`src/rtl/int_ctrl.sv`:
```
// int_ctrl: rising-edge interrupt latch with enable mask, fixed lowest-index
// priority and a single-outstanding ACK/EOI handshake toward the CPU.
// VEC_W must be wide enough to encode every source index (2**VEC_W >= N_SRC).
module int_ctrl #(
  parameter int N_SRC = 8,
  parameter int VEC_W = 3
) (
  input  logic             CLK_WB,
  input  logic             RST_N,
  input  logic [N_SRC-1:0] INT_SRC,
  input  logic             MASK_WE,
  input  logic [N_SRC-1:0] MASK_DATA,
  input  logic [N_SRC-1:0] PEND_CLR,
  input  logic             IRQ_ACK,
  input  logic             IRQ_EOI,
  output logic             IRQ,
  output logic [VEC_W-1:0] IRQ_VEC,
  output logic             IN_SERVICE,
  output logic [N_SRC-1:0] PENDING
);

  typedef enum logic [1:0] {
    IDLE = 2'd0,
    REQ  = 2'd1,
    SVC  = 2'd2
  } state_t;

  state_t             state_q, state_d;
  logic [N_SRC-1:0]   src_d_q, src_d_d;
  logic [N_SRC-1:0]   pending_q, pending_d;
  logic [N_SRC-1:0]   mask_q, mask_d;
  logic [VEC_W-1:0]   vec_q, vec_d;
  logic               irq_q, irq_d;
  logic               in_svc_q, in_svc_d;

  logic [N_SRC-1:0]   rise;
  logic [N_SRC-1:0]   eligible;
  logic [N_SRC-1:0]   ack_clr;
  logic [VEC_W-1:0]   winner;
  logic               winner_found;
  logic               vec_eligible;
  logic               ack_accept;

  // Edge detection, eligibility and priority selection of the lowest set index.
  always_comb begin
    rise         = INT_SRC & ~src_d_q;
    eligible     = pending_q & mask_q;
    winner       = '0;
    winner_found = 1'b0;
    vec_eligible = 1'b0;
    for (int i = 0; i < N_SRC; i++) begin
      if (eligible[i] && !winner_found) begin
        winner       = VEC_W'(i);
        winner_found = 1'b1;
      end
      if (VEC_W'(i) == vec_q) begin
        vec_eligible = eligible[i];
      end
    end
  end

  // Next-state logic for the request FSM; registered IRQ/IN_SERVICE follow the next state.
  always_comb begin
    state_d    = state_q;
    vec_d      = vec_q;
    ack_accept = 1'b0;
    case (state_q)
      IDLE: begin
        if (eligible != '0) begin
          vec_d   = winner;
          state_d = REQ;
        end
      end
      REQ: begin
        if (IRQ_ACK) begin
          ack_accept = 1'b1;
          state_d    = SVC;
        end else if (!vec_eligible) begin
          state_d = IDLE;
        end
      end
      SVC: begin
        if (IRQ_EOI) begin
          state_d = IDLE;
        end
      end
      default: begin
        state_d = IDLE;
      end
    endcase
    irq_d    = (state_d == REQ);
    in_svc_d = (state_d == SVC);
  end

  // Pending/mask/edge register updates; a new rise overrides any clear in the same cycle.
  always_comb begin
    ack_clr = '0;
    for (int i = 0; i < N_SRC; i++) begin
      if (ack_accept && (VEC_W'(i) == vec_q)) begin
        ack_clr[i] = 1'b1;
      end
    end
    pending_d = (pending_q & ~(PEND_CLR | ack_clr)) | rise;
    mask_d    = MASK_WE ? MASK_DATA : mask_q;
    src_d_d   = INT_SRC;
  end

  // State registers with asynchronous active-low reset.
  always_ff @(posedge CLK_WB or negedge RST_N) begin
    if (!RST_N) begin
      state_q   <= IDLE;
      src_d_q   <= '0;
      pending_q <= '0;
      mask_q    <= '0;
      vec_q     <= '0;
      irq_q     <= 1'b0;
      in_svc_q  <= 1'b0;
    end else begin
      state_q   <= state_d;
      src_d_q   <= src_d_d;
      pending_q <= pending_d;
      mask_q    <= mask_d;
      vec_q     <= vec_d;
      irq_q     <= irq_d;
      in_svc_q  <= in_svc_d;
    end
  end

  assign IRQ        = irq_q;
  assign IRQ_VEC    = vec_q;
  assign IN_SERVICE = in_svc_q;
  assign PENDING    = pending_q;

endmodule

```
`config.mk`:
```
export PLATFORM = sky130hd
export DESIGN_NAME = int_ctrl
export DESIGN_NICKNAME = d
export VERILOG_FILES = /design/src/rtl/int_ctrl.sv
export SDC_FILE = /design/constraint.sdc
export NUM_CORES = 1
export LEC_CHECK = 0
export ABC_AREA = 1
export BUFFER_PORTS_ARGS = -buffer_cell sky130_fd_sc_hd__buf_2
export CAP_MARGIN = 0
export CORE_MARGIN = 8
export CORE_UTILIZATION = 45
export DETAILED_ROUTE_END_ITERATION = 10
export GPL_TIMING_DRIVEN = 0
export MAX_ROUTING_LAYER = met4
export PLACE_DENSITY = 0.74
export SYNTH_ARGS = -nofsm -noshare
export SYNTH_HDL_FRONTEND = slang
export SYNTH_SLANG_ARGS = --single-unit
```
`constraint.sdc`:
```
create_clock -name CLK_WB -period 1.18 [get_ports CLK_WB]
set_input_delay 0.118 -clock CLK_WB [delete_from_list [all_inputs] [get_ports CLK_WB]]
set_output_delay 0.118 -clock CLK_WB [all_outputs]
set_load 0.05 [all_outputs]
```
After elaboration in Yosys (flattened, before gate mapping)
Cells that the tools add are included.
{"block": "word_totals", "word_cells": 88, "register_bits": 31, "in_bits": 29, "out_inout_bits": 13}
{"block": "classes", "reduce_logical": 26, "muxes": 37, "bitwise": 7, "eq_ne": 11}
{"cell": "$mux 1", "count": 26}
{"cell": "$and 8x8->8", "count": 3}
{"cell": "$mux 3", "count": 6}
{"cell": "$not 8->8", "count": 2}
{"cell": "$or 8x8->8", "count": 2}
{"cell": "$logic_and 1x1->1", "count": 15}
{"cell": "$eq 3x3->1 const A", "count": 4}
{"cell": "$mux 2", "count": 4}
{"cell": "$reduce_bool 8->1", "count": 1}
{"cell": "$logic_not 1->1", "count": 7}
{"cell": "$eq 2x3->1 const A", "count": 2}
{"cell": "$pmux 2 s3", "count": 1}
{"cell": "$eq 2x1->1 const B", "count": 2}
{"cell": "$eq 2x2->1 const B", "count": 2}
{"cell": "$eq 1x3->1 const A", "count": 1}
{"cell": "$logic_not 3->1", "count": 1}
{"cell": "$logic_not 2->1", "count": 1}
{"cell": "$reduce_and 2->1", "count": 1}

Depth between registers and ports, before layout
{"block": "depth", "ltp_word": 23, "mapped_depth": 10, "depth_no_buf": 10}

Least setup slack after synthesis
Ideal clock, no wire load.
{"block": "synth_path", "path_kind": "register to register", "start": "reg vec_q[1], in the netlist IRQ_VEC[1]", "end": "reg irq_q, in the netlist IRQ", "t_arrival_ps": 1411, "required_ps": 1062, "setup_ps": 118, "period_less_slack_ps": 1529, "path_slack_ps": -349, "stages_incl_launch_ff": 11, "path_buffers": 1, "cell_sequence": "dfrtp_1 buf_2 inv_1 nand3_1 nor2_1 nor2_1 nand3_1 nand2_1 nand3_1 nand2_1 nand2_1"}
{"block": "synth_via", "elab_chain_len": 13, "word_cells_on_any_way": 20, "classes_between": "eq/ne (8); mux (11); reduce/logical (1)"}
{"item": "start: declaration", "line_no": "32", "source": "logic [VEC_W-1:0] vec_q, vec_d;"}
{"item": "start signal: assignment", "line_no": "123", "source": "vec_q <= vec_d;"}
{"item": "$logic_not 3->1", "line_no": "56", "source": "if (VEC_W'(i) == vec_q) begin"}
{"item": "$mux 1 (7 in a row)", "line_no": "56"}
{"item": "$mux 1 (*)", "line_no": "56"}
{"item": "$mux 2 (*)", "line_no": "78", "source": "end else if (!vec_eligible) begin"}
{"item": "$mux 2 (*)", "line_no": "75", "source": "if (IRQ_ACK) begin"}
{"item": "$pmux 2 s3 (*)", "line_no": "67", "source": "case (state_q)"}
{"item": "$eq 2x1->1 (*)", "line_no": "91", "source": "irq_d = (state_d == REQ);"}
{"item": "net irq_d", "line_no": "33", "source": "logic irq_q, irq_d;"}
{"item": "end signal: assignment", "line_no": "124", "source": "irq_q <= irq_d;"}
{"item": "end: declaration", "line_no": "33"}
Mark *: on every way through the listed nets, which the timed path passes. The rest lies on a longest branch.
A chain may end at the register's enable or synchronous reset.

Worst setup path after layout
{"block": "layout_path", "start": "reg pending_q[0], in the netlist PENDING[0]", "end": "reg vec_q[1], in the netlist IRQ_VEC[1]"}
{"block": "layout_via", "elab_chain_len": 23, "word_cells_on_any_way": 30, "classes_between": "mux (13); bitwise (1); reduce/logical (16)"}
{"item": "start: declaration", "line_no": "30", "source": "logic [N_SRC-1:0] pending_q, pending_d;"}
{"item": "start signal: assignment", "line_no": "121", "source": "pending_q <= pending_d;"}
{"item": "$and 8x8->8 (*)", "line_no": "47", "source": "eligible = pending_q & mask_q;"}
{"item": "$mux 1", "line_no": "52", "source": "if (eligible[i] && !winner_found) begin"}
{"item": "$logic_not 1->1", "line_no": "52"}
{"item": "$logic_and 1x1->1", "line_no": "52"}
{"item": "$mux 1", "line_no": "52"}
{"item": "$logic_not 1->1", "line_no": "52"}
{"item": "$logic_and 1x1->1", "line_no": "52"}
{"item": "$mux 1", "line_no": "52"}
{"item": "(+7 left out)"}
{"item": "$logic_and 1x1->1", "line_no": "52"}
{"item": "$mux 1", "line_no": "52"}
{"item": "$logic_not 1->1", "line_no": "52"}
{"item": "$logic_and 1x1->1", "line_no": "52"}
{"item": "$mux 1", "line_no": "52"}
{"item": "$logic_not 1->1", "line_no": "52"}
{"item": "$logic_and 1x1->1", "line_no": "52"}
{"item": "$mux 3", "line_no": "52"}
Mark *: on every way between the ends. The rest lies on a longest branch, timed or not.

==> results.py <==
metrics = {
    "clock_tree": {
        "cts_root_buf": "clkbuf_4",
        "cts_buffers": 5,
        "cts.sinks": 31,
        "htree_levels": 2,
        "cts_tree": "yes",
        "cts_max_path_buffers": 2,
        "clk_pin_slew_ps": 90,
        "insertion_delay_ps": 330,
    },
    "global_routing": {
        "gr-usage-all-layers_pct": 14.9,
        "grt_pass1_wl_mm": 5.79,
        "antenna_found_initial": 0,
        "grt_max_degree": 32,
        "grt_pass1_vias": 1286,
        "overflow": 0,
    },
    "route": {
        "drt_iter0_drc": 80,
        "top_layer_used": "met4",
        "drt-wirelength-per-cell_um": 14.7,
        "firstDrtPassIters": 4,
        "met3_length_um": 212,
        "routed_wl_mm": 3.70,
        "m1WireLength_mm": 1.48,
        "via_count": 1257,
        "dr_wl_met2_mm": 1.95,
        "via_per_inst": 4.99,
        "ant_nets": 0,
        "drc": 0,
    },
    "die": {
        "die_height_um": 71.7,
        "coreArea_mm2": 0.00300,
        "io-pin-count": 42,
        "die_x_um": 71.7,
        "die-area_mm2": 0.00514,
        "start_util_pct": 46.5,
        "fp-row-count": 20,
    },
    "logic_synthesis": {
        "yosys_most_used_dff": "dfrtp_1",
        "synth_fp_nets": 179,
        "syn_area_mm2": 0.00140,
        "ys_top_cells_by_count": "31 x dfrtp_1, 31 x nand2_1, 17 x inv_1",
        "synthDistinctLibCells": 23,
        "synth-seq-cells": 31,
        "synth.avg_cell_area_um2": 9.31,
        "ys_seq_area_share_pct": 55.6,
        "synth_edf_count": 0,
        "ys_warn_count": 0,
        "synth_top_area_share_pct": 55.6,
        "synth.area.top_cells": "dfrtp_1 56%, nand2_1 8.3%, mux2_2 6.5%, inv_1 4.6%, nor2_1 4.3%",
        "ys_async_sr_fraction_pct": 100,
        "synth_top_area_cell": "dfrtp_1",
        "synth_cells": 150,
    },
    "setup_path": {
        "cp.required_ps": 1410,
        "crit_fanout": 6,
        "cp_num_buf_inv": 1,
        "slowest_delay_ps": 430,
        "end_kind": "register",
        "startpoint_type": "register",
        "cp.arrival_ps": 1640,
        "crit_chain": "nand2_2 -> nand2_4 -> nor2_4 -> nand3_2 -> nor2_4 -> nand2_2 -> nand2_4 -> inv_4 -> nand2_1 -> nand2_1",
        "worst_path_dominant_cell_family": "simple AND/OR/NAND/NOR gates",
        "worst-setup-path-type": "register to register",
        "cp_slowest_cell": "dfrtp_2",
    },
    "run": {
        "drv_cap": 0,
    },
    "timing": {
        "setup-violations-final": 9,
        "rsz0062_at_grt": "true",
        "final.setup_skew_ps": 6.40,
        "hold_viol": 0,
        "clock.fmax_mhz": 710,
        "tightest_slew_ps": 674,
        "finalMaxSlewViolations": 0,
        "timing.final.crit_share_pct": 119,
        "setup_ws_ps": -229,
        "slew_headroom_pct": 55.0,
        "timing.final.crit_period_ps": 1410,
    },
    "finish": {
        "antenna_cells": 0,
        "fin_nets": 247,
        "stdcell_area_mm2": 0.00205,
        "fillers": 256,
        "area_growth_pct": 46.6,
        "drive_gt1_share_pct": 46.1,
        "instances_no_fill": 252,
    },
    "pwr": {
        "ir_drop_v": 0.000799,
        "p_leak_nw": 1.03,
        "p_total_mw": 3.82,
        "powerDensity_mw_per_mm2": 1870,
    },
    "placed_design": {
        "dpl.cell_count": 223,
        "dpl_cell_area_mm2": 0.00167,
        "port-buffer-count": 40,
        "finalWeightedCongestion": 0.899,
        "place_ws_ps": -191,
        "dp_hpwl_mm": 2.58,
    },
    "min_path": {
        "hp-class": "input pin to register",
    },
    "status": {
        "outcome": "finished, violations left",
        "failed_checks": "negative setup slack",
    },
}
-- state kept, by name, summed over array words and instances (netlist names) --
name        cells
IN_SERVICE      1
IRQ             1
IRQ_VEC         3
PENDING         8
mask_q          8
src_d_q         8
state_q         2
-- power by group --
part	internal (mW)	switching [mW]	total, mW	leakage, nW
Combinational	0.631	1.10	1.74	0.629
Sequential	1.25	0.140	1.39	0.365
Clock	0.350	0.348	0.698	0.0386
-- path summary, 6_finish.rpt --
path	startpoint	to	slack [ps]	depth (start not counted)
setup reg to reg	PENDING[0]	IRQ_VEC[1]	-230	10
hold / removal	MASK_DATA[2]	mask_q[2]	20	2
max in group asynchronous	RST_N	PENDING[0]	360	2
min in group asynchronous	RST_N	mask_q[3]	350	2
hold reg to reg	src_d_q[2]	PENDING[2]	430	1
setup / recovery	PENDING[0]	IRQ_VEC[1]	-230	10
-- final cells by class --
cell class              instances  area (um^2)  area share, %
multi-input cells              97          606           29.6
inverters                      19         76.3           3.73
flip-flops and latches         31          785           38.3
plain buffers                   3         35.0           1.71
repair buffers                 61          435           21.3
clock buffers                   8         68.8           3.36
well taps                      33         41.3           2.02
-- per-stage QoR --
step	hold WS (ps)	TNS (ps)	utilization [%]
final	17.8	-1050	68.2
after CTS	4.66	-1330	63.2
after global routing	2.26	-2050	68.2
after global placement	171	-1080	55.7
after floorplan	-178	-860	-
after detailed placement	192	-1340	55.7
-- layout by cell type, fill, tap and decap left out --
| cell type | Yosys | routed |
|---|---|---|
| clkbuf_1 | 0 | 1 |
| buf_4 | 0 | 7 |
| o2bb2ai_1 | 1 | 1 |
| inv_4 | 0 | 2 |
| clkbuf_4 | 0 | 5 |
| clkbuf_16 | 0 | 1 |
| dlygate4sd3_1 | 0 | 12 |
| o31ai_1 | 2 | 2 |
| nor2_4 | 1 | 3 |
| mux2_2 | 8 | 8 |
| dfrtp_2 | 0 | 7 |
| nand2_2 | 5 | 8 |
| inv_2 | 2 | 3 |
| nand4_1 | 3 | 3 |
| nand3_2 | 1 | 7 |
| o21a_1 | 1 | 1 |
| a31oi_1 | 1 | 1 |
| nand2_4 | 1 | 3 |
| a21oi_1 | 1 | 1 |
| o21ai_0 | 8 | 8 |
| dfrtp_1 | 31 | 24 |
| clkbuf_8 | 0 | 2 |
| buf_2 | 3 | 38 |
| nor3_4 | 0 | 1 |
| buf_6 | 0 | 2 |
| nand3_1 | 11 | 5 |
| a41oi_1 | 3 | 3 |
| buf_8 | 0 | 4 |
| nand2_1 | 31 | 26 |
| nor3_1 | 1 | 1 |
| inv_1 | 17 | 14 |
| nor2_1 | 16 | 15 |
-- cells by family after synthesis --
logic type | share of synthesized area (%)
buffers and inverters | 6.18
multiplexers | 6.45
flip-flops | 55.6
AND/OR/NAND/NOR | 24.0
AO/OA/AOI/OAI | 7.80
-- routing by layer --
layer,track usage (%),vias to the layer above
li1,-,626
met1,16.2,591
met2,23.8,35
met3,5.02,5
met4,7.48,0
met5,-,-
-- what timing repair did --
| action | in CTS | in global routing |
|---|---|---|
| pin swaps | 1 | 7 |
| hold buffers | 11 | 1 |
| endpoints found under the setup margin | 13 | 16 |
| resized for setup | 10 | 19 |
| gates cloned | 0 | 1 |
| hold endpoints to repair | 42 | 1 |
| setup buffers | 2 | 6 |
(Power assumes the default switching activity.)
